===== config.mk =====
export PLATFORM = sky130hd
export DESIGN_NAME = reg_bank_bus_ctrl
export DESIGN_NICKNAME = d
export VERILOG_FILES = /design/src/rtl/reg_bank_bus_ctrl.sv
export SDC_FILE = /design/constraint.sdc
export NUM_CORES = 1
export LEC_CHECK = 0
export ABC_AREA = 1
export CORE_AREA = 3 3 55 57
export DETAILED_ROUTE_END_ITERATION = 6
export DIE_AREA = 0 0 58 60
export DONT_BUFFER_PORTS = 1
export GPL_ROUTABILITY_DRIVEN = 0
export PLACE_DENSITY = 0.82
export RECOVER_POWER = 50
export SETUP_SLACK_MARGIN = 0.3
export SYNTH_ARGS = -nofsm -noshare
export SYNTH_HDL_FRONTEND = slang
export SYNTH_SLANG_ARGS = --single-unit

===== constraint.sdc =====
create_clock -name Clock -period 3.4 [get_ports Clock]
set_clock_uncertainty 0.1 [all_clocks]
set_input_delay 0.68 -clock Clock [delete_from_list [all_inputs] [get_ports Clock]]
set_output_delay 0.68 -clock Clock [all_outputs]
set_load 0.01 [all_outputs]

===== src/rtl/reg_bank_bus_ctrl.sv =====
// reg_bank_bus_ctrl
//   Upstream controller for a bank of tri-state register flip-flops that share
//   one D (write) bus and one Q (read) bus. Commands arrive over a valid/ready
//   handshake; the controller sequences per-register load enables, output
//   selects and preset strobes. Reads insert a turnaround cycle so no two
//   registers ever drive Q in consecutive cycles.
//
// Ports
//   Clock, Reset      system clock (rising edge), async active-high reset
//   Tick              global tick; registers load only on ClockEnable & Tick
//   req_valid/ready   command handshake
//   req_op            00 read, 01 write, 10 preset, 11 reserved (error)
//   req_addr          target register index
//   req_wdata         write data
//   rsp_valid         one-cycle pulse, rsp_rdata holds the read result
//   rsp_rdata         last read result, held until the next read completes
//   rsp_err           one-cycle pulse for out-of-range address or op 11
//   ClockEnable       one-hot load enable per register
//   D                 shared write data bus
//   cs                per-register output select, 0 = drives Q, 1 = high-Z
//   pre               per-register preset strobe (sets all ones)
//   Q                 shared read bus from the registers
module reg_bank_bus_ctrl #(
  parameter int unsigned NrOfBits = 8,
  parameter int unsigned NrOfRegs = 4,
  parameter int unsigned AddrBits = 2
) (
  input  logic                Clock,
  input  logic                Reset,
  input  logic                Tick,
  input  logic                req_valid,
  output logic                req_ready,
  input  logic [1:0]          req_op,
  input  logic [AddrBits-1:0] req_addr,
  input  logic [NrOfBits-1:0] req_wdata,
  output logic                rsp_valid,
  output logic [NrOfBits-1:0] rsp_rdata,
  output logic                rsp_err,
  output logic [NrOfRegs-1:0] ClockEnable,
  output logic [NrOfBits-1:0] D,
  output logic [NrOfRegs-1:0] cs,
  output logic [NrOfRegs-1:0] pre,
  input  logic [NrOfBits-1:0] Q
);

  typedef enum logic [2:0] {
    S_IDLE,
    S_WRITE,
    S_PRESET,
    S_RD_EN,
    S_RD_CAP,
    S_TURN
  } state_e;

  state_e              state_q, state_d;
  logic                req_ready_q, req_ready_d;
  logic                rsp_valid_q, rsp_valid_d;
  logic                rsp_err_q, rsp_err_d;
  logic [NrOfBits-1:0] rsp_rdata_q, rsp_rdata_d;
  logic [NrOfRegs-1:0] ce_q, ce_d;
  logic [NrOfBits-1:0] d_q, d_d;
  logic [NrOfRegs-1:0] cs_q, cs_d;
  logic [NrOfRegs-1:0] pre_q, pre_d;

  logic [NrOfRegs-1:0] addr_oh;
  logic                addr_bad;

  // Out-of-range addresses decode to an all-zero one-hot.
  always_comb begin
    addr_oh = '0;
    for (int unsigned i = 0; i < NrOfRegs; i++) begin
      if (32'(req_addr) == i) addr_oh[i] = 1'b1;
    end
    addr_bad = (32'(req_addr) >= NrOfRegs);
  end

  always_comb begin
    state_d     = state_q;
    req_ready_d = req_ready_q;
    rsp_valid_d = 1'b0;
    rsp_err_d   = 1'b0;
    rsp_rdata_d = rsp_rdata_q;
    ce_d        = ce_q;
    d_d         = d_q;
    cs_d        = cs_q;
    pre_d       = '0;

    unique case (state_q)
      S_IDLE: begin
        if (req_valid && req_ready_q) begin
          if (addr_bad || req_op == 2'b11) begin
            rsp_err_d = 1'b1;
          end else begin
            case (req_op)
              2'b00: begin
                cs_d        = ~addr_oh;
                req_ready_d = 1'b0;
                state_d     = S_RD_EN;
              end
              2'b01: begin
                d_d         = req_wdata;
                ce_d        = addr_oh;
                req_ready_d = 1'b0;
                state_d     = S_WRITE;
              end
              2'b10: begin
                pre_d       = addr_oh;
                req_ready_d = 1'b0;
                state_d     = S_PRESET;
              end
              default: ;
            endcase
          end
        end
      end
      S_WRITE: begin
        // The register loads on this same edge, so drop the enable with it.
        if (Tick) begin
          ce_d        = '0;
          req_ready_d = 1'b1;
          state_d     = S_IDLE;
        end
      end
      S_PRESET: begin
        req_ready_d = 1'b1;
        state_d     = S_IDLE;
      end
      S_RD_EN: begin
        state_d = S_RD_CAP;
      end
      S_RD_CAP: begin
        rsp_rdata_d = Q;
        rsp_valid_d = 1'b1;
        cs_d        = '1;
        state_d     = S_TURN;
      end
      S_TURN: begin
        req_ready_d = 1'b1;
        state_d     = S_IDLE;
      end
      default: begin
        ce_d        = '0;
        cs_d        = '1;
        req_ready_d = 1'b1;
        state_d     = S_IDLE;
      end
    endcase
  end

  always_ff @(posedge Clock or posedge Reset) begin
    if (Reset) begin
      state_q     <= S_IDLE;
      req_ready_q <= 1'b1;
      rsp_valid_q <= 1'b0;
      rsp_err_q   <= 1'b0;
      rsp_rdata_q <= '0;
      ce_q        <= '0;
      d_q         <= '0;
      cs_q        <= '1;
      pre_q       <= '0;
    end else begin
      state_q     <= state_d;
      req_ready_q <= req_ready_d;
      rsp_valid_q <= rsp_valid_d;
      rsp_err_q   <= rsp_err_d;
      rsp_rdata_q <= rsp_rdata_d;
      ce_q        <= ce_d;
      d_q         <= d_d;
      cs_q        <= cs_d;
      pre_q       <= pre_d;
    end
  end

  assign req_ready   = req_ready_q;
  assign rsp_valid   = rsp_valid_q;
  assign rsp_err     = rsp_err_q;
  assign rsp_rdata   = rsp_rdata_q;
  assign ClockEnable = ce_q;
  assign D           = d_q;
  assign cs          = cs_q;
  assign pre         = pre_q;

endmodule

# == Word level (Yosys, flattened, before mapping) ==
# Cells that the tools add are included.
# totals
out_inout_bits,31
inputBits,24
ff_bits,34
# op_classes
n_bitwise,5
eq_ne,18
n_reduce_logical,13
mux,31
# ops
op,count
2-to-1 mux 4 bit,11
2-to-1 mux 1 bit,12
case mux 3 bit (4 select lines),1
case mux 4 bit (3 select lines),1
AND reduction 4 bit,3
AND reduction 5 bit,2
2-to-1 mux 3 bit,3
case mux 3 bit (3 select lines),1
"== test 2 bit, second input constant",4
"inequality test 2 bit, second input constant",4
case mux 4 bit (2 select lines),1
OR reduction 4 bit,2
"== test 3 x 2 -> 1 bit, second input constant",2
"== test 3 bit, second input constant",2
"== test 2 x 1 -> 1 bit, second input constant",2
zero test 2 bit,2
"inequality test 2 x 1 -> 1 bit, second input constant",2
"inequality test 4 x 1 -> 1 bit, second input constant",1
NOT 1 bit,4
NOT 4 bit,1
"== test 3 x 1 -> 1 bit, second input constant",1
zero test 3 bit,1
case mux 1 bit (3 select lines),1
OR reduction 3 bit,1
other kinds (2),2

# == Logic depth before layout (Yosys ltp) ==
# depth
word_depth,7
depth_mapped,8
mapped_depth_nobuf,7

# == Worst setup path before layout ==
# Ideal clock, no wire load.
# synth_timing
kind,input to register
startpoint,in req_valid
endpoint,reg ce_q[0] (netlist: ClockEnable[0])
t_arrival_ns,1.331
path_stages,7
required_time_ns,3.179
setup_slack_ns,1.848
path_cell_list,nand2_1 inv_1 nand2_1 nand2_4 nand2_1 o21bai_1 nand2_1
# synth_between
elab_chain_cells,3
# synth_rtl
element,line,rtl
"start, declared",31,"input logic req_valid,"
logical AND 1 bit,90,if (req_valid && req_ready_q) begin
inequality test 2 bit (no source line),-,
AND reduction 5 bit (no source line),-,
"end signal, assigned",157,ce_q <= '0;
"end signal, assigned",167,ce_q <= ce_d;
"end, declared",60,"logic [NrOfRegs-1:0] ce_q, ce_d;"
# No other way between the ends.
# A chain may end at the register's enable or synchronous reset.

# == Worst setup path in the final report ==
# layout_timing
startpoint,reg state_q[1]
endpoint,reg rsp_rdata_q[5] (netlist: rsp_rdata[5])
# layout_between
elab_chain_cells,1
# layout_rtl
element,line,rtl
"start, declared",55,"state_e state_q, state_d;"
"start signal, assigned",162,state_q <= state_d;
== test 3 bit,88,unique case (state_q)
"end signal, assigned",166,rsp_rdata_q <= rsp_rdata_d;
"end, declared",59,"logic [NrOfBits-1:0] rsp_rdata_q, rsp_rdata_d;"
# No other way between the ends.

==> results by stage <==
Run status:
- The run finished with clean final reports.

STA:
- Setup total negative slack on the finished layout was measured at 0 ps.
- The shortest period the worst path allows is 1814 ps.
- The total of endpoints with negative setup slack in the final report is 0.
- The timing-limited maximum frequency is 551.3 MHz.
- The number of failing hold endpoints at the final stage is 0.
- After layout, the worst setup slack is 1586 ps.
- At the pin with the least slew margin, the transition time is 926.2 ps.
- Setup repair after global routing left no endpoint under its margin.
- The final period utilization is 0.5335.
- On the final layout, the worst hold slack is 335.3 ps.
- The final count of pins violating max slew is 0.
- The headroom to the max-slew limit is 0.3819.

GRT:
- Entering global routing, the biggest net connects 27 pins.
- The initial antenna violation count came to 0.
- Summed over all layers, the global routing overflow is 0.
- Across every metal layer, demand over resource in global routing totals 0.1877.
- The first-pass GRT wire length is 4836 um.
- The via count of the first global-routing pass is 1151.

Placement:
- The pre-CTS setup slack is 1694 ps.
- The cell count after placement is 204.
- The placed wire-length estimate is 2326 um.
- Summing all placed instances gives a cell area of 0.001575 mm^2.
- Input and output buffers added on the ports amount to 0.

Worst setup path:
- STA classifies the critical path endpoint as a register.
- The worst setup path is launched from a register.
- The endpoint identified for the worst register-to-register timing path is rsp_rdata[5]$_DFFE_PP0P_.
- The required time at the worst-slack endpoint is 3570 ps.
- The termination of the worst setup path is rsp_rdata[5]$_DFFE_PP0P_.
- The worst path arrival time is 1990 ps.
- The highest fanout seen on the critical path is 10.
- The beginning of the worst register-to-register path is state_q[1]$_DFFE_PP0P_.
- The register-to-register setup slack is 1590 ps.
- Tracing the worst setup path back leads to its startpoint at state_q[1]$_DFFE_PP0P_.
- The setup path with the least slack is of type register to register.
- For the worst flop-to-flop path, the logic depth is 5.

Power and ir drop:
- The post-route total power is 0.7097 mW.
- In this run the power density over the cells is 432.3 mW/mm^2.
- VDD sags by at most 396.8 uV.
- Summed over all cells, the static leakage comes to 0.8661 nW.

Clocking:
- In this run the number of H-tree levels came out at 2.
- At the later pin of the worst-skew pair, clock insertion delay measures 330 ps.
- The total number of clock tree sinks is 34.
- In this run, post-CTS hold repair placed 0 buffers.
- Clock tree synthesis inserted a total of 5 buffers.
- The buffer depth of the longest clock path is 2.
- TritonCTS built the clock tree.
- Clock-pin slew was measured on the worst setup and hold paths at 100 ps.
- The number of gates resized after CTS is 0.
- The root buffer cell is sky130_fd_sc_hd__clkbuf_4.
- The number of buffers inserted to repair setup after CTS is 0.

Drt:
- The detailed-route DRC error count is 0.
- The routed length per instance is 14.18 um.
- The sum of routed wire length over all layers is 3007 um.
- Dividing the detail-routed via count by the number of cells gives 5.415.
- Summing over every cut layer, the via total after detailed routing is 1148.
- The pre-antenna-repair detailed-routing pass consisted of 4 iterations.
- In this run, the number of DRC markers left after iteration 0 of detailed routing was 48.
- The number of nets with antenna violations after detailed routing is 0.

Synthesis:
- The share of the synthesized area in compound gates (AO/OA/AOI/OAI) came to 0.07575.
- Of the total synthesized cell area, the portion taken by full adders, half adders and majority gates is 0.
- The net count after synthesis is 199.
- After synthesis, the share of cell area in mux cells is 0.
- The cell count after synthesis is 175.
- Of the synthesized area, sequential elements account for 0.5520.
- Synthesis instantiated 21 different standard cells from the library.
- In this run, synthesis produced a sequential element count of 34.
- Summing every instance area after synthesis gives 0.001553 mm^2.
- The average size of a mapped cell is 8.873 um^2.
- The main combinational cell family by area after synthesis is simple AND/OR/NAND/NOR gates.
- The parity-gate share of the synthesized area counting xor and xnor cells is 0.005641.
- The Yosys warning count is 0.
- Of the total synthesized cell area, the portion taken by AND, OR, NAND and NOR gates is 0.2772.

Die:
- The die extent in x is 58 um.
- Measured along the y axis, the die boundary spans 60 um.
- The I/O pin count is 55.
- The overall die area is 0.003480 mm^2.
- The count of standard-cell rows is 18.
- The placeable core region is 0.002522 mm^2.
- The initial core utilization is 0.6156.

Final layout:
- The synthesis-to-layout area growth is 5.721%.
- Leaving out fill and tap cells, the most frequent cells in the layout are sky130_fd_sc_hd__nand2_1 (56), sky130_fd_sc_hd__inv_1 (31), sky130_fd_sc_hd__dfrtp_1 (29), sky130_fd_sc_hd__nor2_1 (10), sky130_fd_sc_hd__nand3_1 (10).
- The repair_antennas step left the layout with diodes totalling 0.
- For this run, the post-layout net count is 205.
- The library cell used most frequently in the layout, excluding fill and tap cells, is sky130_fd_sc_hd__nand2_1.
- After routing the design area is 0.001642 mm^2.
- The final core utilization is 0.6508.
- The post-layout instance count excluding filler cells is 212.
- The fraction of final layout cells with drive strength greater than 1 is 0.1429.

Min path:
- The tightest min-delay check is of the input pin to async pin type.

Run:
- Across the run, the number of max-cap violations was 0.
==> area by class of cell <==
cell class	count	area [um^2]
inverter	31	116.4
clock buffer	7	45.04
tap	30	37.54
fill	220	880.8
multi-input combinational	108	551.8
sequential	34	857.1
clock inverter	1	30.03
timing repair buffer	1	3.754
==> metal layers <==
metal  share of wire  global-route usage  up-vias
met4           0.013             0.05629        0
met2            0.52              0.3129       54
met1            0.37              0.2196      537
met3           0.096             0.08207        5
met5               0                   0        -
li1                -                   -      552
==> report_power, final <==
part,leakage [nW],switching [mW],internal (mW)
clock network,0.0395,0.127,0.156
logic,0.432,0.0183,0.00434
registers,0.394,0,0.404
total,0.866,0.145,0.565
==> sequential cells by signal (all words and copies together), names as in the netlist <==
| register | flops |
|---|---|
| rsp_valid | 1 |
| D | 8 |
| state_q | 3 |
| ClockEnable | 4 |
| pre | 4 |
| req_ready | 1 |
| rsp_rdata | 8 |
| rsp_err | 1 |
| cs | 4 |
==> Yosys cell counts <==
cell,instances,area share
sky130_fd_sc_hd__nand3_1,10,0.032
sky130_fd_sc_hd__o31ai_1,1,0.0048
sky130_fd_sc_hd__o21bai_1,4,0.019
sky130_fd_sc_hd__inv_1,30,0.073
sky130_fd_sc_hd__buf_6,2,0.015
sky130_fd_sc_hd__dfrtp_1,29,0.47
sky130_fd_sc_hd__nand2_2,4,0.016
sky130_fd_sc_hd__nand4_4,1,0.014
sky130_fd_sc_hd__nand4_1,8,0.032
sky130_fd_sc_hd__nor2_4,1,0.0073
sky130_fd_sc_hd__nor2_2,1,0.0040
sky130_fd_sc_hd__o21ai_0,2,0.0064
sky130_fd_sc_hd__nand3_2,1,0.0064
sky130_fd_sc_hd__o21ai_2,8,0.045
sky130_fd_sc_hd__nand2_4,1,0.0073
sky130_fd_sc_hd__nand2_1,55,0.13
sky130_fd_sc_hd__dfstp_2,5,0.085
sky130_fd_sc_hd__nor2_1,9,0.022
sky130_fd_sc_hd__nor3_1,1,0.0032
sky130_fd_sc_hd__xnor2_1,1,0.0056
sky130_fd_sc_hd__inv_2,1,0.0024
==> kinds of logic (layout without fill, tap and decap cells) <==
group / Yosys count / count (layout)
AOI/OAI and AO/OA: 15 / 15
xor gates and xnor gates: 1 / 1
and+or+nand+nor: 92 / 92
DFF: 34 / 34
buffers and inverters: 33 / 40
==> worst max-delay path, stage by stage (launching register included) <==
cell                      delay [ps]
sky130_fd_sc_hd__dfrtp_1         460
sky130_fd_sc_hd__nor2_1          400
sky130_fd_sc_hd__nand2_1         340
sky130_fd_sc_hd__inv_1           300
sky130_fd_sc_hd__nand2_1          90
sky130_fd_sc_hd__nand2_1          70
==> worst min path at each step <==
stage	from	endpoint	slack (ps)	cells past startpoint
finish	Reset	state_q[0]$_DFFE_PP0P_	340	1
global route	Q[1]	rsp_rdata[1]$_DFFE_PP0P_	340	2
CTS	Q[1]	rsp_rdata[1]$_DFFE_PP0P_	340	2
detailed placement	cs[0]$_DFFE_PP1P_	cs[0]$_DFFE_PP1P_	390	2
global placement	cs[1]$_DFFE_PP1P_	cs[1]$_DFFE_PP1P_	390	2
floorplan	cs[0]$_DFFE_PP1P_	cs[0]$_DFFE_PP1P_	370	2
Note: power is estimated with default switching activity, not from simulation.
